### src/rtl/io_bus_pkg.sv
// Shared IO-bus definitions: register offsets, status bit positions and the
// serialiser state type used by the UART blocks.
package io_bus_pkg;

   localparam logic [7:0] OFF_TX_DATA  = 8'h00;
   localparam logic [7:0] OFF_TX_STAT  = 8'h04;
   localparam logic [7:0] OFF_BAUD_DIV = 8'h08;

   localparam int STAT_NOT_FULL = 0;
   localparam int STAT_IDLE     = 1;
   localparam int STAT_OVF      = 2;
   localparam int STAT_CNT_LSB  = 4;

   typedef enum logic [1:0] {IDLE, START, DATA, STOP} tx_state_e;

endpackage

### src/rtl/sync_fifo.sv
// Single-clock FIFO with separately held occupancy count; full/empty are
// decoded from the count, so a push is judged against the pre-pop state.
module sync_fifo #(
   parameter int WIDTH = 8,
   parameter int DEPTH = 16
) (
   input  logic                     clk,
   input  logic                     rst,
   input  logic                     push,
   input  logic                     pop,
   input  logic [WIDTH-1:0]         din,
   output logic [WIDTH-1:0]         dout,
   output logic                     full,
   output logic                     empty,
   output logic [$clog2(DEPTH):0]   count
);

   localparam int AW = $clog2(DEPTH);

   logic [WIDTH-1:0] mem [DEPTH];
   logic [AW-1:0]    wr_ptr;
   logic [AW-1:0]    rd_ptr;
   logic             do_push;
   logic             do_pop;

   assign full    = (count == (AW+1)'(DEPTH));
   assign empty   = (count == '0);
   assign do_push = push && !full;
   assign do_pop  = pop && !empty;
   assign dout    = mem[rd_ptr];

   always_ff @(posedge clk) begin
      if (rst) begin
         wr_ptr <= '0;
         rd_ptr <= '0;
         count  <= '0;
      end else begin
         if (do_push) wr_ptr <= wr_ptr + 1'b1;
         if (do_pop)  rd_ptr <= rd_ptr + 1'b1;
         case ({do_push, do_pop})
            2'b10:   count <= count + 1'b1;
            2'b01:   count <= count - 1'b1;
            default: ;
         endcase
      end
   end

   always_ff @(posedge clk) begin
      if (do_push) mem[wr_ptr] <= din;
   end

endmodule

### src/rtl/io_uart_tx.sv
// Memory-mapped 8N1 UART transmitter: bus decode, TX FIFO, status/divisor
// registers and the bit serialiser.
module io_uart_tx
   import io_bus_pkg::*;
#(
   parameter logic [7:0] BASE        = 8'h20,
   parameter int         FIFO_DEPTH  = 16,
   parameter int         DEFAULT_DIV = 868
) (
   input  logic        clk,
   input  logic        rst,
   input  logic [7:0]  io_addr,
   input  logic [31:0] io_dout,
   input  logic        io_we,
   input  logic        io_rd,
   output logic [31:0] io_din,
   output logic        txd
);

   localparam int CW = $clog2(FIFO_DEPTH) + 1;

   logic            sel_data, sel_stat, sel_div;
   logic            fifo_push, fifo_pop, fifo_full, fifo_empty;
   logic [7:0]      fifo_dout;
   logic [CW-1:0]   fifo_count;
   logic [15:0]     baud_div;
   logic            ovf;
   tx_state_e       state;
   logic [15:0]     bit_cnt;
   logic [15:0]     cur_div;
   logic [2:0]      bit_idx;
   logic [7:0]      shreg;
   logic            last_cyc;
   logic [31:0]     stat;
   logic            unused_hi;

   assign sel_data = (io_addr == 8'(BASE + OFF_TX_DATA));
   assign sel_stat = (io_addr == 8'(BASE + OFF_TX_STAT));
   assign sel_div  = (io_addr == 8'(BASE + OFF_BAUD_DIV));
   assign unused_hi = ^io_dout[31:16];

   assign fifo_push = io_we && sel_data;
   assign last_cyc  = (bit_cnt == cur_div - 16'd1);
   // Pop from IDLE, or straight out of the last stop-bit cycle for gapless frames.
   assign fifo_pop  = !fifo_empty &&
                      ((state == IDLE) || ((state == STOP) && last_cyc));

   sync_fifo #(.WIDTH(8), .DEPTH(FIFO_DEPTH)) u_fifo (
      .clk   (clk),
      .rst   (rst),
      .push  (fifo_push),
      .pop   (fifo_pop),
      .din   (io_dout[7:0]),
      .dout  (fifo_dout),
      .full  (fifo_full),
      .empty (fifo_empty),
      .count (fifo_count)
   );

   always_comb begin
      stat                      = '0;
      stat[STAT_NOT_FULL]       = !fifo_full;
      stat[STAT_IDLE]           = fifo_empty && (state == IDLE);
      stat[STAT_OVF]            = ovf;
      stat[STAT_CNT_LSB +: CW]  = fifo_count;
      io_din = '0;
      if (sel_stat)     io_din = stat;
      else if (sel_div) io_din = {16'h0000, baud_div};
   end

   always_ff @(posedge clk) begin
      if (rst) begin
         baud_div <= 16'(DEFAULT_DIV);
         ovf      <= 1'b0;
      end else begin
         if (io_we && sel_div)
            baud_div <= (io_dout[15:0] < 16'd2) ? 16'd2 : io_dout[15:0];
         // A fresh overflow beats a read-clear in the same cycle.
         if (fifo_push && fifo_full)  ovf <= 1'b1;
         else if (io_rd && sel_stat)  ovf <= 1'b0;
      end
   end

   always_ff @(posedge clk) begin
      if (rst) begin
         state   <= IDLE;
         txd     <= 1'b1;
         bit_cnt <= '0;
         bit_idx <= '0;
         shreg   <= '0;
         cur_div <= 16'(DEFAULT_DIV);
      end else if (fifo_pop) begin
         shreg   <= fifo_dout;
         cur_div <= baud_div;
         bit_cnt <= '0;
         txd     <= 1'b0;
         state   <= START;
      end else begin
         case (state)
            IDLE: txd <= 1'b1;
            START: begin
               if (last_cyc) begin
                  bit_cnt <= '0;
                  bit_idx <= '0;
                  txd     <= shreg[0];
                  shreg   <= shreg >> 1;
                  state   <= DATA;
               end else bit_cnt <= bit_cnt + 16'd1;
            end
            DATA: begin
               if (last_cyc) begin
                  bit_cnt <= '0;
                  if (bit_idx == 3'd7) begin
                     txd   <= 1'b1;
                     state <= STOP;
                  end else begin
                     bit_idx <= bit_idx + 3'd1;
                     txd     <= shreg[0];
                     shreg   <= shreg >> 1;
                  end
               end else bit_cnt <= bit_cnt + 16'd1;
            end
            STOP: begin
               if (last_cyc) begin
                  bit_cnt <= '0;
                  state   <= IDLE;
               end else bit_cnt <= bit_cnt + 16'd1;
            end
            default: state <= IDLE;
         endcase
      end
   end

endmodule

### config.mk
export PLATFORM = sky130hd
export DESIGN_NAME = io_uart_tx
export DESIGN_NICKNAME = d
export VERILOG_FILES = /design/src/rtl/io_bus_pkg.sv /design/src/rtl/sync_fifo.sv /design/src/rtl/io_uart_tx.sv
export SDC_FILE = /design/constraint.sdc
export NUM_CORES = 1
export LEC_CHECK = 0
export CAP_MARGIN = 20
export CORE_MARGIN = 2
export CORE_UTILIZATION = 50
export CTS_CLUSTER_DIAMETER = 40
export DETAILED_ROUTE_END_ITERATION = 8
export PLACE_DENSITY = 0.7
export SLEW_MARGIN = 20
export SYNTH_ARGS = -nofsm -noshare
export SYNTH_HDL_FRONTEND = slang
export SYNTH_SLANG_ARGS = --single-unit
### constraint.sdc
create_clock -name clk -period 6.85 [get_ports clk]
set_clock_uncertainty 0.15 [all_clocks]
set_input_delay 1.7125 -clock clk [delete_from_list [all_inputs] [get_ports clk]]
set_output_delay 1.7125 -clock clk [all_outputs]
set_load 0.02 [all_outputs]
==> impl_metrics.sql <==
INSERT INTO impl_metrics (metric_group, metric, value, unit) VALUES
('layout', 'final_cell_count_no_fill', '1017', ''),
('status', 'outcome', 'finished clean', ''),
('clock_tree', 'htreeDepth', '1', ''),
('synthesis', 'synth_top_cells_by_area', 'sky130_fd_sc_hd__edfxtp_1, sky130_fd_sc_hd__dfxtp_1, sky130_fd_sc_hd__mux4_2', ''),
('synthesis', 'synth_area_leader_cell', 'sky130_fd_sc_hd__edfxtp_1', ''),
('die', 'die_w', '140', 'um'),
('synthesis', 'synth_cell_type_count', '62', ''),
('clock_tree', 'cts_tree', 'built', ''),
('synthesis', 'ys_warn_count', '0', ''),
('timing', 'min_period', '5.80', 'ns'),
('die', 'io_pins', '77', ''),
('power', 'power.combinational.fraction', '18.3', '%'),
('global_routing', 'grt_pass1_wl', '32.1', 'mm'),
('timing', 'clock.fmax', '173', 'MHz'),
('routing', 'post_route_drc', '0', ''),
('timing', 'hold_violations', '0', ''),
('clock_tree', 'cts_root_buf', 'sky130_fd_sc_hd__clkbuf_16', ''),
('global_routing', 'initial_antenna_violation_count', '0', ''),
('worst_hold_path', 'number_of_cells_on_the_worst_hold_path', '1', ''),
('power', 'power.clock.fraction', '42.2', '%'),
('clock_tree', 'cts_hold_repair.buffers', '0', ''),
('worst_setup_path', 'worst-endpoint-required', '4.99', 'ns'),
('placed_design', 'numPlacedInstances', '961', ''),
('timing', 'rsz0062_at_grt', 'false', ''),
('synthesis', 'ys_seq_elements', '208', ''),
('routing', 'antenna_left', '0', ''),
('timing', 'setup_total_negative_slack', '0', 'ns'),
('synthesis', 'yosys_most_used_dff', 'sky130_fd_sc_hd__edfxtp_1', ''),
('worst_setup_path', 'critPathMaxFanout', '18', ''),
('synthesis', 'ys_async_sr_fraction', '0', '%'),
('worst_hold_path', 'hold_path.startpoint', 'shreg[2]', ''),
('timing', 'report.final.setup_viol', '0', ''),
('synthesis', 'yosysSeqAreaShare', '59.2', '%'),
('global_routing', 'largest_net_degree_at_the_start_of_global_routing', '66', ''),
('global_routing', 'grt-busiest-layer', 'met2', ''),
('timing', 'timing.slew.headroom', '42.5', '%'),
('worst_setup_path', 'worst_setup_path_end_kind', 'output port', ''),
('routing', 'drt_first_pass_iters', '5', ''),
('global_routing', 'met3_routing_resource_usage_after_global_routing', '3.20', '%'),
('synthesis', 'syn_area_per_cell', '12.8', 'sq um'),
('timing', 'finalWorstSetupSlack', '1.05', 'ns'),
('die', 'cell_row_count', '49', ''),
('placed_design', 'preCtsSetupSlack', '1.09', 'ns'),
('die', 'initial_utilization', '51.0', '%'),
('power', 'power.density', '336', 'mW/mm^2'),
('layout', 'drive_gt1_share', '14.7', '%'),
('power', 'swShare', '29.0', '%'),
('power', 'ir_worst_vdd', '0.000351', 'V'),
('global_routing', 'groute.layer.met1.usage', '27.3', '%'),
('layout', 'antenna_cells_inserted', '0', ''),
('worst_setup_path', 'number_of_cells_on_the_worst_reg_to_reg_path', '14', ''),
('global_routing', 'gr-usage-all-layers', '20.8', '%'),
('global_routing', 'global_route.usage.met2', '36.4', '%'),
('clock_tree', 'postCtsSetupRepairBufs', '0', ''),
('power', 'internal-power', '0.00258', 'W'),
('worst_setup_path', 'worst_ep_arrival_time', '3.93', 'ns'),
('layout', 'final_design_area_excluding_fillers', '0.0108', 'sq mm'),
('layout', 'finish.utilization', '60.1', '%'),
('clock_tree', 'clock_tree.buffer_depth', '3', ''),
('routing', 'detail_route.wirelength', '20.1', 'mm'),
('worst_setup_path', 'r2r_setup_slack', '2.14', 'ns'),
('power', 'switching_power', '0.00106', 'W'),
('routing', 'detailedRoute.firstIterationViolations', '405', ''),
('power', 'share_seq_of_total_power', '39.5', '%'),
('routing', 'detail_route.vias_per_cell', '5.76', ''),
('layout', 'nets', '828', ''),
('worst_setup_path', 'crit_type', 'in -> out', ''),
('worst_hold_path', 'min_path_type', 'reg -> reg', ''),
('die', 'coreArea', '0.0180', 'sq mm'),
('timing', 'tightest_slew', '0.863', 'ns'),
('synthesis', 'netlist_area', '0.00920', 'sq mm');
[stage by stage]
step | power, W | hold WS [ns]
after global placement | 0.00209 | 0.295
final | 0.00364 | 0.304
after global routing | 0.00380 | 0.324
after CTS | 0.00365 | 0.309
after detailed placement | 0.00212 | 0.309
after floorplan | 0.00194 | 0.286
[cells by family (layout without fill, tap and decap cells)]
| kind of cell | Yosys count | count (layout) | share of synthesized area (%) |
|---|---|---|---|
| xor gates and xnor gates | 45 | 45 | 4.43 |
| muxes | 44 | 44 | 10.2 |
| adders and majority gates | 19 | 19 | 2.67 |
| DFF | 208 | 208 | 59.2 |
| buffers and inverters | 67 | 122 | 3.40 |
| other | 1 | 16 | 0.0408 |
| AOI/OAI and AO/OA | 84 | 84 | 6.32 |
| and+or+nand+nor | 250 | 250 | 13.7 |
[cells in the final DEF (no fill, tap or decap), types with 3 or more instances in the layout]
master                            netlist  final
sky130_fd_sc_hd__xnor2_1               19     19
sky130_fd_sc_hd__nor2_1                61     60
sky130_fd_sc_hd__edfxtp_1             128    128
sky130_fd_sc_hd__nor4_1                 9      9
sky130_fd_sc_hd__inv_6                  0      4
sky130_fd_sc_hd__clkbuf_16              0     30
sky130_fd_sc_hd__a22o_1                 8      8
sky130_fd_sc_hd__a221o_1                7      7
sky130_fd_sc_hd__nor3_1                13     10
sky130_fd_sc_hd__a311oi_1               3      3
sky130_fd_sc_hd__mux4_2                40     40
sky130_fd_sc_hd__nand2_1               83     83
sky130_fd_sc_hd__nor3_2                 0      3
sky130_fd_sc_hd__a21o_1                 3      3
sky130_fd_sc_hd__nand2b_1               3      3
sky130_fd_sc_hd__dfxtp_1               80     78
sky130_fd_sc_hd__nand3b_1              12     12
sky130_fd_sc_hd__and2_1                12     12
sky130_fd_sc_hd__mux2i_1                3      3
sky130_fd_sc_hd__and3_1                 6      6
sky130_fd_sc_hd__a21oi_1               35     35
sky130_fd_sc_hd__or3_1                  3      3
sky130_fd_sc_hd__nor3b_1               10     10
sky130_fd_sc_hd__nand4_1                7      7
sky130_fd_sc_hd__inv_1                 12     12
sky130_fd_sc_hd__nor4b_1                3      3
sky130_fd_sc_hd__a211oi_1               3      3
sky130_fd_sc_hd__bufinv_16              0      3
sky130_fd_sc_hd__clkinv_4               0      3
sky130_fd_sc_hd__o21ai_0                9      9
sky130_fd_sc_hd__buf_4                 16     11
sky130_fd_sc_hd__xor2_1                25     25
sky130_fd_sc_hd__nor2b_1                4      4
sky130_fd_sc_hd__ha_1                  18     18
sky130_fd_sc_hd__clkdlybuf4s50_1        0     43
sky130_fd_sc_hd__conb_1                 1     16
sky130_fd_sc_hd__clkbuf_1              30      6
sky130_fd_sc_hd__nand3_1               11     11
[cell type report]
type	instances	area, sq um	area share (%)
repair buffers	55	518	4.78
inverters	12	45.0	0.415
well taps	229	287	2.64
clock buffers	36	773	7.13
flip-flops and latches	208	5450	50.2
multi-input cells	458	3520	32.5
clock inverters	19	249	2.30
[power by group through the flow]
| stage | logic, W | registers, W | clock network (W) |
|---|---|---|---|
| global placement | 0.000631 | 0.00146 | 0 |
| global route | 0.000744 | 0.00144 | 0.00161 |
| finish | 0.000666 | 0.00144 | 0.00154 |
| CTS | 0.000659 | 0.00144 | 0.00156 |
| floorplan | 0.000503 | 0.00143 | 0 |
| detailed placement | 0.000656 | 0.00146 | 0 |
[flip-flops by register name (all words and copies together), names as in the netlist, 2 cells and up, named ones only]
signal and count:
cur_div 16, u_fifo.rd_ptr 4, bit_idx 3, baud_div 16, u_fifo.count 5, u_fifo.wr_ptr 4
u_fifo.mem 128, bit_cnt 16, state 2, shreg 8
[synthesized netlist by cell type (10+ instances only)]
cell type	instances
sky130_fd_sc_hd__and2_1	12
sky130_fd_sc_hd__mux4_2	40
sky130_fd_sc_hd__ha_1	18
sky130_fd_sc_hd__nor3_1	13
sky130_fd_sc_hd__nand3_1	11
sky130_fd_sc_hd__nand3b_1	12
sky130_fd_sc_hd__inv_1	12
sky130_fd_sc_hd__clkbuf_1	30
sky130_fd_sc_hd__nand2_1	83
sky130_fd_sc_hd__nor3b_1	10
sky130_fd_sc_hd__dfxtp_1	80
sky130_fd_sc_hd__buf_4	16
sky130_fd_sc_hd__edfxtp_1	128
sky130_fd_sc_hd__xnor2_1	19
sky130_fd_sc_hd__nor2_1	61
sky130_fd_sc_hd__xor2_1	25
sky130_fd_sc_hd__a21oi_1	35
[per-layer routing]
layer | share of wire, % | wire (um) | up-vias
met4 | 2.6 | 512 | 0
met5 | 0 | 0 | -
li1 | - | - | 2721
met3 | 4.9 | 986 | 41
met2 | 51 | 10300 | 179
met1 | 41 | 8300 | 2921
[how the worst max path moves through the flow]
| stage | startpoint | end | slack, ns | depth (start not counted) |
|---|---|---|---|---|
| global placement | io_addr[4] | io_din[1] | 1.24 | 7 |
| finish | io_addr[4] | io_din[0] | 1.05 | 7 |
| detailed placement | io_addr[4] | io_din[8] | 1.09 | 7 |
| global route | io_addr[4] | io_din[8] | 0.96 | 7 |
| floorplan | io_addr[4] | io_din[8] | 1.77 | 5 |
| CTS | io_addr[4] | io_din[8] | 1.08 | 7 |
[critical path, cell delays in order]
cell and delay [ns]:
sky130_fd_sc_hd__clkdlybuf4s50_1 0.42, sky130_fd_sc_hd__nor4b_1 0.33, sky130_fd_sc_hd__nand2_1 0.16, sky130_fd_sc_hd__nor3b_1 0.26, sky130_fd_sc_hd__buf_4 0.26, sky130_fd_sc_hd__a22o_1 0.17, sky130_fd_sc_hd__clkdlybuf4s50_1 0.62
Note: power is estimated with default switching activity, not from simulation.
